[src/rtl/irq_pkg.sv]
// Shared definitions for the interrupt controller: FSM encoding, register
// word offsets and the source-count ceiling.
package irq_pkg;

    typedef enum logic [1:0] {
        IRQ_IDLE    = 2'd0,
        IRQ_ASSERT  = 2'd1,
        IRQ_SERVICE = 2'd2
    } irq_state_e;

    // Word indices relative to the block base (byte offset >> 2)
    localparam logic [2:0] OFF_ENABLE  = 3'd0;
    localparam logic [2:0] OFF_PENDING = 3'd1;
    localparam logic [2:0] OFF_CAUSE   = 3'd2;
    localparam logic [2:0] OFF_EOI     = 3'd3;
    localparam logic [2:0] OFF_OVERRUN = 3'd4;

    localparam int MAX_SRC = 8;

endpackage

[src/rtl/irq_prio_enc.sv]
// Fixed-priority encoder: lowest set request index wins.
module irq_prio_enc #(
    parameter int N = 4
) (
    input  logic [N-1:0] req,
    output logic [2:0]   win_id,
    output logic         any_req
);

    always_comb begin
        win_id = 3'd0;
        for (int i = N - 1; i >= 0; i--) begin
            if (req[i]) begin
                win_id = 3'(i);
            end
        end
        any_req = |req;
    end

endmodule

[src/rtl/irq_ctrl.sv]
// Interrupt controller for the single-cycle MIPS core: edge-latched pending,
// mask, priority, kernel-entry sequencing. Define IRQ_OVERRUN_EN to add OVERRUN.
module irq_ctrl
    import irq_pkg::*;
#(
    parameter int          NSRC = 4,
    parameter logic [31:0] BASE = 32'h40000030
) (
    input  logic            clk,
    input  logic            reset,
    input  logic [NSRC-1:0] src_irq,
    input  logic            ker,
    input  logic            rd,
    input  logic            wr,
    input  logic [31:0]     addr,
    input  logic [31:0]     wdata,
    output logic [31:0]     rdata,
    output logic            irq_out,
    output logic            busy
);

    irq_state_e      state_reg, state_next;
    logic [NSRC-1:0] enable_reg;
    logic [NSRC-1:0] pending_reg, pending_next;
    logic [NSRC-1:0] src_d_reg;
    logic [2:0]      id_reg;
    logic            armed_reg;

    logic [NSRC-1:0] rise, req, clr, sw_clr, svc_clr;
    logic [2:0]      win_id;
    logic            any_req;
    logic            svc_entry;

    logic [31:0] offset;
    logic [2:0]  word;
    logic        hit;
    logic        wr_hit;

    assign offset = addr - BASE;

`ifdef IRQ_OVERRUN_EN
    assign hit  = (offset[31:5] == 27'd0);
    assign word = offset[4:2];
`else
    assign hit  = (offset[31:4] == 28'd0);
    assign word = {1'b0, offset[3:2]};
`endif

    assign wr_hit = wr && hit;

    logic unused_ok;
    assign unused_ok = &{1'b0, offset[4], offset[1:0], wdata};

    // armed_reg masks the first edge after reset so a source already high
    // at release does not register as a new rising edge.
    assign sw_clr  = (wr_hit && word == OFF_PENDING) ? wdata[NSRC-1:0] : '0;
    assign svc_clr = svc_entry ? (NSRC'(1) << win_id) : '0;
    assign clr     = sw_clr | svc_clr;
    assign req     = pending_reg & enable_reg;

    genvar gi;
    generate
        for (gi = 0; gi < NSRC; gi++) begin : g_bit
            assign rise[gi]         = src_irq[gi] & ~src_d_reg[gi] & armed_reg;
            assign pending_next[gi] = (pending_reg[gi] & ~clr[gi]) | rise[gi];
        end
    endgenerate

    irq_prio_enc #(.N(NSRC)) u_prio (
        .req     (req),
        .win_id  (win_id),
        .any_req (any_req)
    );

    always_comb begin
        state_next = state_reg;
        svc_entry  = 1'b0;
        case (state_reg)
            IRQ_IDLE: begin
                if (any_req && !ker) state_next = IRQ_ASSERT;
            end
            IRQ_ASSERT: begin
                if (ker) begin
                    state_next = IRQ_SERVICE;
                    svc_entry  = 1'b1;
                end else if (!any_req) begin
                    state_next = IRQ_IDLE;
                end
            end
            IRQ_SERVICE: begin
                if (wr_hit && word == OFF_EOI) state_next = IRQ_IDLE;
            end
            default: state_next = IRQ_IDLE;
        endcase
    end

    always_ff @(posedge clk or negedge reset) begin
        if (!reset) begin
            state_reg   <= IRQ_IDLE;
            enable_reg  <= '0;
            pending_reg <= '0;
            src_d_reg   <= '0;
            id_reg      <= 3'd0;
            armed_reg   <= 1'b0;
        end else begin
            state_reg   <= state_next;
            pending_reg <= pending_next;
            src_d_reg   <= src_irq;
            armed_reg   <= 1'b1;
            if (svc_entry) id_reg <= win_id;
            if (wr_hit && word == OFF_ENABLE) enable_reg <= wdata[NSRC-1:0];
        end
    end

`ifdef IRQ_OVERRUN_EN
    logic [NSRC-1:0] overrun_reg, overrun_next, ovr_clr;

    assign ovr_clr = (wr_hit && word == OFF_OVERRUN) ? wdata[NSRC-1:0] : '0;

    generate
        for (gi = 0; gi < NSRC; gi++) begin : g_ovr
            assign overrun_next[gi] = (overrun_reg[gi] & ~ovr_clr[gi])
                                    | (rise[gi] & pending_reg[gi] & ~clr[gi]);
        end
    endgenerate

    always_ff @(posedge clk or negedge reset) begin
        if (!reset) begin
            overrun_reg <= '0;
        end else begin
            overrun_reg <= overrun_next;
        end
    end
`endif

    assign irq_out = (state_reg == IRQ_ASSERT);
    assign busy    = (state_reg == IRQ_SERVICE);

    always_comb begin
        rdata = 32'h0;
        if (rd && hit) begin
            case (word)
                OFF_ENABLE:  rdata[NSRC-1:0] = enable_reg;
                OFF_PENDING: rdata[NSRC-1:0] = pending_reg;
                OFF_CAUSE:   rdata = {busy, 28'd0, id_reg};
`ifdef IRQ_OVERRUN_EN
                OFF_OVERRUN: rdata[NSRC-1:0] = overrun_reg;
`endif
                default:     rdata = 32'h0;
            endcase
        end
    end

endmodule
[config.mk]
export PLATFORM = sky130hd
export DESIGN_NAME = irq_ctrl
export DESIGN_NICKNAME = d
export VERILOG_FILES = /design/src/rtl/irq_pkg.sv /design/src/rtl/irq_prio_enc.sv /design/src/rtl/irq_ctrl.sv
export SDC_FILE = /design/constraint.sdc
export NUM_CORES = 1
export LEC_CHECK = 0
export CORE_MARGIN = 2
export CORE_UTILIZATION = 35
export CTS_CLUSTER_SIZE = 28
export DETAILED_ROUTE_END_ITERATION = 8
export GPL_ROUTABILITY_DRIVEN = 0
export GPL_TIMING_DRIVEN = 0
export HOLD_SLACK_MARGIN = 0.06
export PLACE_DENSITY = 0.9
export RECOVER_POWER = 50
export SYNTH_ARGS = -nofsm -noshare
export SYNTH_HDL_FRONTEND = slang
export SYNTH_SLANG_ARGS = --single-unit
[constraint.sdc]
create_clock -name clk -period 7.4 [get_ports clk]
set_input_delay 2.22 -clock clk [delete_from_list [all_inputs] [get_ports clk]]
set_output_delay 2.22 -clock clk [all_outputs]
set_load 0.005 [all_outputs]
Yosys cells after proc, flatten, opt, wreduce, memory -nomap -nowiden
Index checks and enable logic that the tools add are counted.

storage, ports and cells
  word-level logic and storage cells = 70
  input bits = 73
  output and inout bits = 34
  bits in registers = 18

cells by class
  shift operators = 1
  bitwise operators = 26
  reduce and logical (&&, ||, !) cells = 12
  $add $sub $neg = 1
  multiplexer cells = 16
  equal/unequal tests = 8

operator list
  cell                                                    number
  2-to-1 mux 32 bit                                       1
  subtractor 32 x 31 -> 32 bit (second input constant)    1
  zero test 28 bit                                        1
  2-to-1 mux 28 bit                                       1
  2-to-1 mux 2 bit                                        8
  bitwise AND 1 bit                                       12
  case mux 4 bit (3 select lines)                         1
  2-to-1 mux 4 bit                                        2
  NOT 1 bit                                               8
  == test 2 bit (second input constant)                   3
  logical AND 1 bit                                       6
  case mux 2 bit (3 select lines)                         1
  bitwise AND 4 bit                                       1
  == test 2 x 1 -> 1 bit (second input constant)          2
  bitwise OR 1 bit                                        4
  bitwise OR 4 bit                                        1
  OR reduction 4 bit                                      1
  << shifter 1 x 3 -> 4 bit (first input constant)        1
  zero test 3 bit                                         1
  inequality test 3 bit (second input constant)           1
  AND reduction 3 bit                                     1
  zero test 2 bit                                         1
  2-to-1 mux 1 bit                                        2
  inequality test 2 x 1 -> 1 bit (second input constant)  1
  2 further kinds                                         2

Depth between registers and ports, before layout
Gate-level depths: netlist of run 1.

  depth after elaboration = 11
  gate-level depth with buffers = 6
  depth with buffers taken out = 5

Modules after synthesis
A second synthesis of run 1 with hierarchy kept.

second synthesis, totals
  cells, all modules = 167
  area total of the unflattened synthesis = 1,461.4 sq um

by module, submodules not included
  module        area each (sq um)  times used  cells an instance  sequential area each (sq um)
  irq_ctrl      1,415.1            1           158                450.4
  irq_prio_enc  46.3               1           9                  0.0

Worst setup path after synthesis of run 1
Ideal clock, no wire load.

  path type = input-to-output
  start = in addr[5]
  end = out rdata[2]
  setup slack = 1.552 ns
  arrival time = 3.628 ns
  path buffers = 0
  stages = 5
  required time = 5.180 ns
  cell sequence = a2111o_1 nor2_4 a31oi_4 or3_4 nor4_1

on the way
  longest elaborated chain between the ends = 4

RTL lines
  what                          RTL line         RTL
  start: declaration            irq_ctrl.sv:15   input logic [31:0] addr,
  subtractor 32 x 31 -> 32 bit  irq_ctrl.sv:39   assign offset = addr - BASE;
  zero test 28 bit              irq_ctrl.sv:45   assign hit = (offset[31:4] == 28'd0);
  logical AND 1 bit             irq_ctrl.sv:141  if (rd && hit) begin
  2-to-1 mux 32 bit             irq_ctrl.sv:141
  end: declaration              irq_ctrl.sv:17   output logic [31:0] rdata,

No other way between the ends.

Worst setup path in the final report of run 1
  start = in addr[5]
  end = out rdata[3]

Same word-level chain as after synthesis.

==> results by group, run 1 <==
Final layout
  • Area of the multi-input gates: 779 um^2
  • ANT cells: 0
  • FF/Latch Area: 425 um^2
  • Final nets: 291
  • Final instance area: 2000 um^2
  • Area Growth Syn to Fin: 51.9%
  • Fillers: 333
  • Layout cells sized above 1: 18.4%
  • Final Core Density: 55.1%

Worst setup path
  • Cell with the largest stage delay on the worst path: clkdlybuf4s50_1
  • Reg2reg path depth: 5
  • Largest stage delay, worst path: 0.57 ns
  • Reg2Reg Capture Point: pending_reg[1]
  • Critical path, cell by cell: clkdlybuf4s50_1 -> a2111o_1 -> nor2_4 -> a31oi_4 -> or3_4 -> nor4_1 -> clkdlybuf4s50_1
  • RR Startpoint: state_reg[1]
  • CP most frequent cell: clkdlybuf4s50_1
  • Worst setup SP type: input port
  • CP arrival: 4.82 ns
  • R2R Setup Slk: 5.90 ns
  • CP endpoint kind: primary output
  • Cell family with most CP delay: buffers and inverters
  • Worst-path maximum fanout: 6
  • Crit Path Class: in -> out
  • Worst Path Required: 5.18 ns
  • CP bufs+invs: 2

Clock network
  • Clock buffer depth: 2
  • Post-cts gate resize count: 0
  • TritonCTS Sinks: 17
  • Root Driver: clkbuf_8
  • H-tree depth: 1
  • Clock transition at path regs: 0.06 ns
  • Post-CTS setup buffers: 0
  • Hold buffers post-CTS: 0
  • Clk Latency, worst-skew pair: 0.26 ns
  • TritonCTS clock tree: done
  • Clock buffer count from CTS: 3

Global route
  • First-pass GRT wire length: 5260 um
  • Initial antenna violation count: 0
  • Largest net degree at the start of global routing: 18
  • GR Util All Layers: 15.8%
  • Total gr overflow: 0
  • Vias in the first global route: 1,179

Synth
  • Post-Synth XOR/XNOR Area: 0.665%
  • Synth Area in Compound Gates: 17.2%
  • Seq/Total Area, Yosys: 32.3%
  • Simple-Gate Fraction of Synth Area: 26.1%
  • Ys Warns: 0
  • Multiplexer share of the synthesized area: 7.22%
  • Synth cell types: 39
  • Adder-cell share of the synthesized area: 0%
  • Syn Inst Count: 139
  • Syn_area_per_cell: 9.48 um^2
  • FF+latch count, synth: 17
  • Post-Syn Area: 1320 um^2
  • Largest family of logic cells by synthesized area: simple AND/OR/NAND/NOR gates

Min path
  • Worst Hold Path Cells: 1
  • Worst Hold Class: reg -> reg
  • Hold Path Origin: src_d_reg[0]
  • Hold Crit Endpoint: pending_reg[0]

STA
  • Final setup fails: 0
  • Slew @ Worst Pin: 0.721 ns
  • Final WS setup: 0.363 ns
  • Fmax achieved: 0.142 GHz
  • Final hold vios: 0
  • Slew HR: 51.8%
  • Max Clock Skew: 0.00149 ns
  • Fin crit share: 95.1%
  • Unrepaired setup endpoints after global routing: no
  • Slew Viols, Final: 0
  • Setup_tns: 0 ns
  • Tmin final: 7.04 ns

Die
  • Die Height: 65.4 um
  • Core area: 3630 um^2
  • IO Count: 107
  • Initial cell density of the core: 36.3%
  • # rows: 22
  • Die X: 65.4 um
  • Die footprint: 4270 um^2

Drt
  • Vias per Instance: 4.75
  • Met3 Wirelength: 360 um
  • Detailed-route via count: 1,258
  • Routed WL: 3210 um
  • Routed wire per std cell: 12.1 um
  • M1 wire length: 1210 um
  • Initial DRC count: 43
  • Antenna viol nets, final: 0
  • Met2 Wirelength: 1600 um
  • Drt drc: 0
  • Top sig layer: met4
  • Drt pass-1 iters: 4

Job
  • Max_cap viols: 0

Power
  • Power, Total: 221 uW
  • Pleak: 0.000833 uW
  • Peak supply drop: 0.101 mV
  • Power Density: 110 nW/um^2

Place
  • Input/output buffers: 48
  • Dpl hpwl: 2730 um
  • Post-DP Area: 1960 um^2
  • Placement Setup Slack: 0.376 ns

Run status
  • Status: finished clean
metal layers:
layer / global-route usage [%] / vias up
li1: - / 624
met1: 17.7 / 568
met2: 28.7 / 61
met3: 3.60 / 5
met4: 6.25 / 0
met5: 0 / -
logic make-up after synthesis:
logic type / Yosys count
AO/OA/AOI/OAI: 28
XOR/XNOR: 1
buffers and inverters: 29
flip-flops: 17
multiplexers: 9
other: 2
AND/OR/NAND/NOR: 53
layout by cell type, fill, tap and decap left out, types with 2 or more instances in the layout:
master,count
a22oi_1,2
mux2i_1,5
a211oi_1,2
a2111o_1,2
buf_4,27
mux2_1,4
nor3_1,3
and2_1,2
nand2_1,9
nor4_2,4
nor4b_1,4
nand4_1,2
conb_1,28
clkbuf_8,3
nand3_1,2
o211ai_1,2
clkdlybuf4s50_1,42
nor4_1,2
nand3b_1,3
o21ai_0,8
dfrtp_1,17
dlygate4sd3_1,6
a2111oi_0,2
a21oi_1,3
nor2_1,8
clkbuf_1,2
nor2b_1,7
power by group:
group	internal, uW	switching [uW]
clock network	37.5	33.7
logic	33.6	20.6
registers	94.6	0.828
total	166	55.1
metrics by stage:
step / hold WS [ns] / std cells
after floorplan: 0.417 / 165
after global placement: 0.423 / 261
after detailed placement: 0.436 / 261
after CTS: 0.441 / 265
after global routing: 0.456 / 265
final: 0.440 / 265
synthesized netlist by cell type (all sizes together):
cell type,count,share of area [%]
a22oi,2,1.1
a2111o,2,1.7
nor4b,4,2.7
nor2,9,3.1
and4,1,0.85
nor2b,7,3.3
a32oi,1,0.66
or4,1,0.57
a21oi,3,1.1
nor4,6,4.7
o21ai,8,3.0
nand2,9,2.6
a2111oi,3,3.4
a211oi,2,1.1
o31ai,1,0.57
mux2i,5,3.8
nand2b,1,0.48
nand3,2,0.76
nor3,3,1.1
buf,27,15
and2,2,0.95
xor2,1,0.66
nand4,2,0.95
clkbuf,2,0.57
dfrtp,17,32
nor4bb,1,0.76
nand3b,3,1.7
o211ai,2,1.1
nand4b,1,0.66
mux2,4,3.4
conb,2,0.57
o22ai,1,0.48
or3,1,0.85
a211o,1,0.66
a31oi,2,2.1
how the worst max path moves through the flow:
stage | startpoint | to | slack (ns) | cells past startpoint
after floorplan | addr[5] | rdata[2] | 1.55 | 5
after global placement | addr[21] | rdata[3] | 0.47 | 7
after detailed placement | addr[5] | rdata[3] | 0.38 | 7
after CTS | addr[5] | rdata[3] | 0.38 | 7
after global routing | addr[5] | rdata[3] | 0.30 | 7
final | addr[5] | rdata[3] | 0.36 | 7
layout make-up:
class | instances | share of cell area (%)
multi-input combinational | 119 | 38.9
clock inverter | 1 | 0.250
clock buffer | 3 | 2.06
tap | 48 | 3.00
sequential | 17 | 21.3
buffer | 29 | 10.5
timing repair buffer | 48 | 24.0
Power figures use the tool's default switching activity.
==> run 2, diff against run 1 <==
CTS_CLUSTER_DIAMETER = 30   (was unset)
==> results of run 2 <==
Same layout as run 1: the final DEF is identical, and so are final timing and power.
